===== src/rtl/display_pkg.sv =====
// Shared constants and small helpers for the three-digit scan driver.
package display_pkg;

  // Active-low seven-segment patterns, bit 7 is dp (1 = dark), [6:0] = g..a.
  localparam logic [7:0] SEG_BLANK = 8'hFF;
  localparam logic [7:0] SEG_DASH  = 8'hBF;
  localparam logic [7:0] SEG_0     = 8'hC0;
  localparam logic [7:0] SEG_1     = 8'hF9;
  localparam logic [7:0] SEG_2     = 8'hA4;
  localparam logic [7:0] SEG_3     = 8'hB0;
  localparam logic [7:0] SEG_4     = 8'h99;
  localparam logic [7:0] SEG_5     = 8'h92;
  localparam logic [7:0] SEG_6     = 8'h82;
  localparam logic [7:0] SEG_7     = 8'hF8;
  localparam logic [7:0] SEG_8     = 8'h80;
  localparam logic [7:0] SEG_9     = 8'h90;

  // Digit index values; DIG_OFF turns every digit off downstream.
  localparam logic [1:0] DIG0    = 2'd0;
  localparam logic [1:0] DIG1    = 2'd1;
  localparam logic [1:0] DIG2    = 2'd2;
  localparam logic [1:0] DIG_OFF = 2'b11;

  // Pick the BCD nibble belonging to a digit index.
  function automatic logic [3:0] digit_sel(input logic [11:0] bcd, input logic [1:0] idx);
    logic [3:0] d;
    case (idx)
      DIG0:    d = bcd[3:0];
      DIG1:    d = bcd[7:4];
      DIG2:    d = bcd[11:8];
      default: d = 4'h0;
    endcase
    return d;
  endfunction

  // Pick the decimal-point request belonging to a digit index.
  function automatic logic dp_sel(input logic [2:0] dp, input logic [1:0] idx);
    logic b;
    case (idx)
      DIG0:    b = dp[0];
      DIG1:    b = dp[1];
      DIG2:    b = dp[2];
      default: b = 1'b0;
    endcase
    return b;
  endfunction

endpackage


===== src/rtl/display_scan_if.sv =====
// Data/strobe bundle between the stopwatch core and the scan driver.
interface display_scan_if;
  logic [11:0] i_bcd;
  logic [2:0]  i_dp;
  logic        i_load;
  logic        i_blank_lz;
  logic [1:0]  o_refresh_counter;
  logic [7:0]  o_segments;
  logic        o_frame_tick;

  modport master (
    output i_bcd, i_dp, i_load, i_blank_lz,
    input  o_refresh_counter, o_segments, o_frame_tick
  );

  modport slave (
    input  i_bcd, i_dp, i_load, i_blank_lz,
    output o_refresh_counter, o_segments, o_frame_tick
  );
endinterface


===== src/rtl/bcd_to_seg7.sv =====
// Combinational BCD to active-low seven-segment decoder with blank and dp.
module bcd_to_seg7
  import display_pkg::*;
(
  input  logic [3:0] i_bcd,
  input  logic       i_blank,
  input  logic       i_dp,
  output logic [7:0] o_seg
);

  logic [7:0] base_s;

  // Decode the nibble (dash for A-F), then let a lit dp clear bit 7 even on a blank digit.
  always_comb begin
    base_s = SEG_DASH;
    if (i_blank) begin
      base_s = SEG_BLANK;
    end else begin
      case (i_bcd)
        4'd0:    base_s = SEG_0;
        4'd1:    base_s = SEG_1;
        4'd2:    base_s = SEG_2;
        4'd3:    base_s = SEG_3;
        4'd4:    base_s = SEG_4;
        4'd5:    base_s = SEG_5;
        4'd6:    base_s = SEG_6;
        4'd7:    base_s = SEG_7;
        4'd8:    base_s = SEG_8;
        4'd9:    base_s = SEG_9;
        default: base_s = SEG_DASH;
      endcase
    end
    if (i_dp) begin
      o_seg = base_s & 8'h7F;
    end else begin
      o_seg = base_s;
    end
  end

endmodule


===== src/rtl/display_scan.sv =====
// Time-multiplexed scan driver for a three-digit seven-segment display with
// double-buffered data that swaps only at frame boundaries.
module display_scan
  import display_pkg::*;
#(
  parameter int unsigned TICK_DIV = 100000
) (
  input  logic          i_clk,
  input  logic          i_rst,
  display_scan_if.slave bus
);

  localparam int unsigned   PW        = (TICK_DIV > 1) ? $clog2(TICK_DIV) : 1;
  localparam logic [PW-1:0] PRESC_MAX = PW'(TICK_DIV - 1);

  logic [PW-1:0] presc_q, presc_d;
  logic [1:0]    idx_q, idx_d;
  logic [11:0]   pend_bcd_q, pend_bcd_d;
  logic [2:0]    pend_dp_q, pend_dp_d;
  logic [11:0]   disp_bcd_q, disp_bcd_d;
  logic [2:0]    disp_dp_q, disp_dp_d;
  logic [7:0]    seg_q, seg_d;

  logic          tick_s;
  logic          boundary_s;
  logic [3:0]    sel_bcd_s;
  logic          sel_dp_s;
  logic          sel_blank_s;
  logic          blank2_s;
  logic          blank1_s;
  logic [7:0]    dec_seg_s;

  // Prescaler, digit index rotation and the two data buffers.
  always_comb begin
    tick_s     = (presc_q == PRESC_MAX);
    boundary_s = tick_s && ((idx_q == DIG2) || (idx_q == DIG_OFF));

    if (tick_s) begin
      presc_d = '0;
    end else begin
      presc_d = presc_q + PW'(1);
    end

    if (tick_s) begin
      case (idx_q)
        DIG0:    idx_d = DIG1;
        DIG1:    idx_d = DIG2;
        default: idx_d = DIG0;
      endcase
    end else begin
      idx_d = idx_q;
    end

    // Display takes the old pending contents even when a load lands on the boundary.
    if (boundary_s) begin
      disp_bcd_d = pend_bcd_q;
      disp_dp_d  = pend_dp_q;
    end else begin
      disp_bcd_d = disp_bcd_q;
      disp_dp_d  = disp_dp_q;
    end

    if (bus.i_load) begin
      pend_bcd_d = bus.i_bcd;
      pend_dp_d  = bus.i_dp;
    end else begin
      pend_bcd_d = pend_bcd_q;
      pend_dp_d  = pend_dp_q;
    end
  end

  // Select the digit about to be shown, using post-swap data and live blanking.
  always_comb begin
    blank2_s  = bus.i_blank_lz && (disp_bcd_d[11:8] == 4'd0);
    blank1_s  = blank2_s && (disp_bcd_d[7:4] == 4'd0);
    sel_bcd_s = digit_sel(disp_bcd_d, idx_d);
    sel_dp_s  = dp_sel(disp_dp_d, idx_d);
    case (idx_d)
      DIG1:    sel_blank_s = blank1_s;
      DIG2:    sel_blank_s = blank2_s;
      default: sel_blank_s = 1'b0;
    endcase
  end

  bcd_to_seg7 u_dec (
    .i_bcd   (sel_bcd_s),
    .i_blank (sel_blank_s),
    .i_dp    (sel_dp_s),
    .o_seg   (dec_seg_s)
  );

  // Segment pattern advances on the same edge as the index so they never disagree.
  always_comb begin
    if (tick_s) begin
      seg_d = dec_seg_s;
    end else begin
      seg_d = seg_q;
    end
  end

  // State registers with synchronous reset.
  always_ff @(posedge i_clk) begin
    if (i_rst) begin
      presc_q    <= '0;
      idx_q      <= DIG_OFF;
      pend_bcd_q <= 12'h000;
      pend_dp_q  <= 3'b000;
      disp_bcd_q <= 12'h000;
      disp_dp_q  <= 3'b000;
      seg_q      <= SEG_BLANK;
    end else begin
      presc_q    <= presc_d;
      idx_q      <= idx_d;
      pend_bcd_q <= pend_bcd_d;
      pend_dp_q  <= pend_dp_d;
      disp_bcd_q <= disp_bcd_d;
      disp_dp_q  <= disp_dp_d;
      seg_q      <= seg_d;
    end
  end

  assign bus.o_refresh_counter = idx_q;
  assign bus.o_segments        = seg_q;
  // Frame pulse coincides with the swap cycle so a load in that cycle can be aligned to it.
  assign bus.o_frame_tick      = boundary_s & ~i_rst;

endmodule


===== src/flat_wrapper.sv =====
// flat-port wrapper written by rule: the top's interface ports become plain ports
module display_scan_flat import display_pkg::*;
#(
  parameter int unsigned TICK_DIV = 100000
)
  (i_clk, i_rst, bus_i_bcd, bus_i_dp, bus_i_load, bus_i_blank_lz, bus_o_refresh_counter, bus_o_segments, bus_o_frame_tick);
  display_scan_if bus_i ();
  input  logic i_clk;
  input  logic i_rst;
  input wire logic [$bits(bus_i.i_bcd)-1:0] bus_i_bcd;
  input wire logic [$bits(bus_i.i_dp)-1:0] bus_i_dp;
  input wire logic [$bits(bus_i.i_load)-1:0] bus_i_load;
  input wire logic [$bits(bus_i.i_blank_lz)-1:0] bus_i_blank_lz;
  output wire logic [$bits(bus_i.o_refresh_counter)-1:0] bus_o_refresh_counter;
  output wire logic [$bits(bus_i.o_segments)-1:0] bus_o_segments;
  output wire logic [$bits(bus_i.o_frame_tick)-1:0] bus_o_frame_tick;
  assign bus_i.i_bcd = bus_i_bcd;
  assign bus_i.i_dp = bus_i_dp;
  assign bus_i.i_load = bus_i_load;
  assign bus_i.i_blank_lz = bus_i_blank_lz;
  assign bus_o_refresh_counter = bus_i.o_refresh_counter;
  assign bus_o_segments = bus_i.o_segments;
  assign bus_o_frame_tick = bus_i.o_frame_tick;
  display_scan #(.TICK_DIV(TICK_DIV)) u_core (.i_clk(i_clk), .i_rst(i_rst), .bus(bus_i));
endmodule

===== config.mk =====
export PLATFORM = sky130hd
export DESIGN_NAME = display_scan_flat
export DESIGN_NICKNAME = d
export VERILOG_FILES = /design/src/rtl/display_pkg.sv /design/src/rtl/display_scan_if.sv /design/src/rtl/bcd_to_seg7.sv /design/src/rtl/display_scan.sv /design/src/flat_wrapper.sv
export SDC_FILE = /design/constraint.sdc
export NUM_CORES = 1
export LEC_CHECK = 0
export BUFFER_PORTS_ARGS = -buffer_cell sky130_fd_sc_hd__buf_2
export CORE_UTILIZATION = 45
export DETAILED_ROUTE_END_ITERATION = 10
export GPL_ROUTABILITY_DRIVEN = 1
export PLACE_DENSITY = 0.62
export SETUP_SLACK_MARGIN = 0.02
export SYNTH_ARGS = -nofsm -noshare
export SYNTH_HDL_FRONTEND = slang
export SYNTH_SLANG_ARGS = --single-unit

===== constraint.sdc =====
create_clock -name i_clk -period 4.4 [get_ports i_clk]
set_clock_uncertainty 0.1 [all_clocks]
set_input_delay 0.66 -clock i_clk [delete_from_list [all_inputs] [get_ports i_clk]]
set_output_delay 0.66 -clock i_clk [all_outputs]
set_load 0.02 [all_outputs]

==> metrics.md, run 1 <==
| Metric | Value |
|---|---|
| Total number of vias | `2009` |
| Critical Path Start Type | `flip-flop` |
| CTS sink cnt | `57` |
| Routed WL | `around 5.2 mm` |
| EDFF count, synth | `0` |
| Die Area | `between 6000 and 7000 um2` |
| Resize count post-CTS | `0` |
| Post-synthesis instance total | `about 280` |
| Row count | `27` |
| Layout Nets | `roughly 340` |
| YS warnings | `0` |
| FF+latch count, synth | `57` |
| Clk pin slew, worst setup/hold paths | `around 0.06 ns` |
| M1 WL | `~2.4 mm` |
| Pwr Total | `~0.0011 W` |
| Rel. slew slack | `around half` |
| Leakage power | `roughly 1.3 nW` |
| CTS Root Cell | `clkbuf_8` |
| I/O pins | `30` |
| Met2 WL post-DR | `2.513 mm` |
| Period minus WS final | `between 3 and 4 ns` |
| Max-cap violations | `0` |
| Avg WL per Cell | `~13 um` |
| P_int | `around 0.0009 W` |
| Max-slew violations | `0` |
| Tightest Hold Check Type | `reg -> reg` |
| Post-CTS Setup Inserts | `0` |
| Synth Area per Inst | `a little over 9 um2` |
| Antenna Cells | `0` |
| F_max | `259.6 MHz` |
| Synth-to-layout area growth | `16.06%` |
| DR iter-0 viols | `112` |
| Antenna Violating Nets Remaining | `0` |
| Comb pwr share | `~3.5%` |
| Clock insertion delay at the later pin of the skew report | `~0.34 ns` |
| Final GP Congestion | `roughly 0.8` |
| Top sig layer | `met4` |
| DPL Wire Length | `roughly 3.7 mm` |
| Worst slew pin tran | `a little over 0.7 ns` |
| Count of input and output buffers | `29` |
| Ratio of cells with drive above 1 in the final layout | `19.24%` |
| Initial antenna violation count | `0` |
| Sequential area share after synthesis | `43.45%` |
| Total CTS buffers | `9` |
| H-tree depth | `3` |
| Worst setup EP type | `flip-flop` |
| Netlist cell types | `52` |
| First-pass GRT wire length | `8.625 mm` |
| Synth async-reset ratio | `0%` |
| Share of power burned in the clock network | `49.2%` |
| DR DRC count | `0` |
| Hold-fix buffers at CTS | `0` |
| Pwr Density | `~370 nW/um2` |
| Post-Syn Area | `~2600 um2` |
| CP required | `4.53 ns` |
| Net count after synthesis | `roughly 310` |
| Largest net degree at the start of global routing | `38` |
| Die height | `approximately 78 um` |
| Drt via density | `roughly 5.2` |
| Die width | `between 70 and 80 um` |
| NetSw | `0.0002375 W` |
| Peak supply drop | `slightly below 0.2 mV` |
| Met3 WL | `223 um` |
| Grt ovf | `0` |
| Clock tree buffer depth | `2` |
| Crit path DAT | `roughly 4.0 ns` |
| Reg power frac | `47.3%` |
| RSZ-0062 raised after global routing | `no` |
| Final worst-path cycle share | `roughly 90%` |
| # setup viols final | `0` |
| Vias in the first global route | `between 1500 and 2000` |
| Final hold violation count | `0` |
| Switching portion of total power | `around a fifth` |
| Critical path type | `reg -> reg` |
| First-pass DRT Iterations | `4` |
| Total track usage | `~19%` |
| CP Max Fanout | `6` |
| Initial Util | `a little under half` |
| Fin Setup TNS | `0 ns` |
| CTS tree | `yes` |
| Core area | `between 5000 and 6000 um2` |
| Status | `finished clean` |
| Ys flop type | `dfxtp_1` |
| Final Util | `54.68%` |
## worst max-delay path: stages (launching register included)
cell and delay (ns):
dfxtp_1 0.37, ha_1 0.26, nand3_1 0.16, nor4bb_1 0.40
nand2_1 0.23, a21oi_1 0.36, inv_1 0.12, ha_1 0.29
inv_1 0.10, o22ai_1 0.07, o21bai_1 0.42, inv_1 0.12
ha_1 0.22, mux2_2 0.26, a211oi_1 0.22, nor2_1 0.06
## layout make-up
class                           instances  area [um2]
Tap cell                               72       90.09
Fill cell                             530        2526
Inverter                                8       30.03
Multi-Input combinational cell        205        1396
Clock inverter                          4       75.07
Timing Repair Buffer                   31       160.2
Clock buffer                           12       155.1
Sequential cell                        57        1141
## sequential cells by signal (all words and copies together) (netlist names)
name / count
u_core.disp_dp_q: 3
u_core.disp_bcd_q: 12
u_core.pend_bcd_q: 12
u_core.bus.o_segments: 8
u_core.presc_q: 17
u_core.pend_dp_q: 3
u_core.bus.o_refresh_counter: 2
## cell usage after synthesis (2+ instances only)
master	count	area [um2]
or2_2	2	12.51
nand2_1	18	67.56
mux2i_1	24	240.2
a211oi_1	2	15.01
nor4b_2	2	30.03
o21bai_1	2	15.01
buf_2	2	10.01
dfxtp_1	57	1141
o22ai_1	2	12.51
inv_1	8	30.03
xnor2_1	6	52.55
a21oi_1	9	45.04
a31oi_1	2	12.51
buf_1	3	11.26
nor2b_1	8	50.05
ha_1	10	125.1
nand2b_1	3	18.77
clkbuf_1	8	30.03
nor3_1	2	10.01
nor2_1	54	202.7
mux2_2	6	67.56
o21ai_0	2	10.01
xor2_1	9	78.83
and3_1	3	18.77
nor4_1	2	12.51
nand3_1	8	40.04
nand4_1	3	18.77
and2_1	3	18.77
## kinds of logic (layout without fill, tap and decap cells)
logic type / after synthesis / in the layout / synth area share [%]
and+or+nand+nor: 118 / 118 / 22.63
DFF: 57 / 57 / 43.45
AOI/OAI and AO/OA: 31 / 31 / 8.480
muxes: 31 / 31 / 12.29
buffers and inverters: 22 / 55 / 3.383
xor gates and xnor gates: 15 / 15 / 5.003
adders and majority gates: 10 / 10 / 4.764
## metal layers
layer,up-vias,track usage [%]
li1,1028,-
met1,945,22.15
met2,31,30.53
met3,5,7.674
met4,0,5.000
met5,-,0
## path summary, 6_finish.rpt
check / startpoint / cells after the start / slack (ns) / to
max: u_core.presc_q[0] / 15 / 0.55 / u_core.bus.o_segments[6]
min: u_core.disp_bcd_q[2] / 2 / 0.36 / u_core.disp_bcd_q[2]
max reg2reg: u_core.presc_q[0] / 15 / 0.55 / u_core.bus.o_segments[6]
min reg2reg: u_core.disp_bcd_q[2] / 2 / 0.36 / u_core.disp_bcd_q[2]
## placed cells by master, fill, tap and decap left out, drive strengths merged, types with 3 or more instances in the layout
cell    instances
xnor2           6
dfxtp          57
nor2           54
nand2b          3
nand4           3
nand3           8
mux2i          24
buf            31
and2            3
nand2          19
mux2            7
a21oi           9
inv             8
nor2b           8
ha             10
clkbuf         12
nor4b           3
xor2            9
and3            3
## power by group through the flow
stage	Clock [W]	Sequential (W)	Combinational, W
3_5_place_dp	0	0.000547	0.0000399
4_1_cts	0.000569	0.000536	0.0000402
3_3_place_gp	0	0.000547	0.0000393
2_1_floorplan	0	0.000543	0.0000297
6_report	0.000557	0.000536	0.0000394
5_1_grt	0.000594	0.000537	0.0000442
## per-stage QoR
stage / std cells / cell area [um2] / hold slack [ns] / setup slack, ns
finish: 389 / 3048 / 0.3590 / 0.5475
global route: 389 / 3048 / 0.3828 / 0.1880
CTS: 389 / 3048 / 0.3618 / 0.5704
detailed placement: 373 / 2818 / 0.3532 / 0.5756
global placement: 373 / 2818 / 0.3463 / 0.6968
floorplan: 284 / 2626 / 0.3299 / 1.006
Note: power is estimated with default switching activity, not from simulation.
==> run 2: changes to the inputs <==
CORE_UTILIZATION = 50   (was 45)
PLACE_DENSITY = 0.68   (was 0.62)
==> metrics.md, run 2 (synthesis gave the netlist of run 1 again) <==
| Metric | Value |
|---|---|
| Commonest non-fill, non-tap cell in the layout | `dfxtp_1` |
| Leakage power | `between 1 and 1.5 nW` |
| Share of power burned in the clock network | `~43%` |
| H-tree depth | `3` |
| DR iter-0 viols | `105` |
| First-pass DRT Iterations | `4` |
| Tightest Hold Check Type | `reg -> reg` |
| Status | `finished clean` |
| Peak supply drop | `0.1622 mV` |
| Final worst-path cycle share | `between 80% and 90%` |
| P_int | `0.0007862 W` |
| Vias in the first global route | `roughly 1900` |
| Die height | `roughly 74 um` |
| Die Area | `roughly 5500 um2` |
| Antenna Cells | `0` |
| Resize count post-CTS | `0` |
| Critical Path Start Type | `flip-flop` |
| Ratio of cells with drive above 1 in the final layout | `18.21%` |
| Clock insertion delay at the later pin of the skew report | `0.34 ns` |
| Rel. slew slack | `between 50% and 60%` |
| DR DRC count | `0` |
| CP most frequent cell | `ha_1` |
| Period minus WS final | `~3.9 ns` |
| Total number of vias | `roughly 2000` |
| Row count | `26` |
| # setup viols final | `0` |
| DPL Wire Length | `3.636 mm` |
| Final hold violation count | `0` |
| CTS tree | `yes` |
| Worst slew pin tran | `0.7239 ns` |
| Largest net degree at the start of global routing | `38` |
| Max-slew violations | `0` |
| Comb pwr share | `about 3.9%` |
| Initial antenna violation count | `0` |
| Core area | `5075 um2` |
| Drt via density | `about 5.2` |
| Hold-fix buffers at CTS | `0` |
| Fin Setup TNS | `0 ns` |
| Die width | `around 74 um` |
| Clock tree buffer depth | `2` |
| CTS sink cnt | `57` |
| Switching portion of total power | `21.54%` |
| Post-CTS Setup Inserts | `0` |
| Worst setup EP type | `flip-flop` |
| Biggest regs | `u_core.presc_q: 17 flops, u_core.disp_bcd_q: 12 flops, u_core.pend_bcd_q: 12 flops` |
| Critical path type | `reg -> reg` |
| Delay-heaviest family, CP | `compound AO/OA/AOI/OAI gates` |
| CP Max Fanout | `9` |
| Count of input and output buffers | `29` |
| Clk pin slew, worst setup/hold paths | `0.06 ns` |
| Fillers | `between 400 and 500` |
| CTS Root Cell | `clkbuf_8` |
| Reg power frac | `a little over half` |
| Final GP Congestion | `just under 0.9` |
| Pwr Density | `~340 nW/um2` |
| Synth-to-layout area growth | `13.34%` |
| Total track usage | `about a fifth` |
| Total CTS buffers | `9` |
| Worst path slowest cell | `a221oi_2` |
| Most frequent cells in the layout | `dfxtp_1, nor2_1, buf_2` |
| Max reg flops | `17` |
| F_max | `roughly 260 MHz` |
| NetSw | `0.0002158 W` |
| Antenna Violating Nets Remaining | `0` |
| First-pass GRT wire length | `~8.4 mm` |
| Layout Nets | `340` |
| Initial Util | `between 50% and 60%` |
| I/O pins | `30` |
| CP required | `4.52 ns` |
| Routed WL | `5.205 mm` |
| Max-cap violations | `0` |
| Avg WL per Cell | `about 14 um` |
| Grt ovf | `0` |
| Most flops, register | `u_core.presc_q` |
| Critical path, cell by cell | `ha_1 -> nand3_1 -> nor4bb_1 -> nand2_1 -> a21oi_1 -> inv_1 -> ha_1 -> a22o_1 -> a221oi_2 -> mux2_2 -> a211oi_1 -> nor2_1` |
| Crit path DAT | `3.98 ns` |
| RSZ-0062 raised after global routing | `no` |
| Hold_ws | `roughly 0.36 ns` |
| Bufs and invs on worst path | `1` |
| Max incr delay on CP | `~0.60 ns` |
run 2: cell count changes in the layout (fill, tap and decap cells not counted), sizes merged:
cell      change
bufinv        -2
clkinvlp      -2
buf           -1
clkbuf        +1
run 2: power by group through the flow:
| stage | registers [W] | clock network, W | logic, W |
|---|---|---|---|
| after detailed placement | 0.000547 | 0 | 0.0000398 |
| final | 0.000536 | 0.000427 | 0.0000391 |
| after floorplan | 0.000543 | 0 | 0.0000297 |
| after global placement | 0.000547 | 0 | 0.0000390 |
| after global routing | 0.000537 | 0.000464 | 0.0000444 |
| after CTS | 0.000536 | 0.000438 | 0.0000399 |
run 2: worst min-delay path: cells and delay by family, from the launching register on:
| family | cells | cell delay [ns] |
|---|---|---|
| AND/OR/NAND/NOR | 1 | 0.05 |
| AO/OA/AOI/OAI | 1 | 0.05 |
| flip-flops | 1 | 0.31 |
run 2: routing by layer:
| layer | part of all wire (%) | global-route usage, % |
|---|---|---|
| met2 | 47 | 33.53 |
| met1 | 46 | 24.14 |
| met5 | 0 | 0 |
| met3 | 3.9 | 6.233 |
| met4 | 2.9 | 12.79 |
run 2: layout make-up:
| cell class | count | area [um2] | area share, % |
|---|---|---|---|
| well taps | 70 | 87.58 | 2.942 |
| flip-flops and latches | 57 | 1141 | 38.34 |
| repair buffers | 30 | 152.6 | 5.128 |
| clock buffers | 13 | 168.9 | 5.675 |
| inverters | 8 | 30.03 | 1.009 |
| multi-input cells | 205 | 1396 | 46.91 |
run 2: stage by stage:
| stage | area, um2 | setup WS, ns | util (%) | total power [W] | instances |
|---|---|---|---|---|---|
| after global placement | 2808 | 0.7025 | 55.33 | 0.0005860 | 370 |
| final | 2977 | 0.5487 | 58.65 | 0.001002 | 383 |
| after global routing | 2977 | 0.1281 | 58.65 | 0.001045 | 383 |
| after detailed placement | 2808 | 0.5284 | 55.33 | 0.0005870 | 370 |
| after CTS | 2977 | 0.5266 | 58.65 | 0.001014 | 383 |
| after floorplan | 2626 | 1.006 | - | 0.0005729 | 284 |
run 2: path summary, 6_finish.rpt:
check                                           from                  endpoint  slack [ns]  depth (start not counted)
worst max-delay path               u_core.presc_q[0]  u_core.bus.o_segments[6]        0.55                         12
worst min-delay path            u_core.disp_bcd_q[2]      u_core.disp_bcd_q[2]        0.36                          2
worst max register to register     u_core.presc_q[0]  u_core.bus.o_segments[6]        0.55                         12
worst min register to register  u_core.disp_bcd_q[2]      u_core.disp_bcd_q[2]        0.36                          2
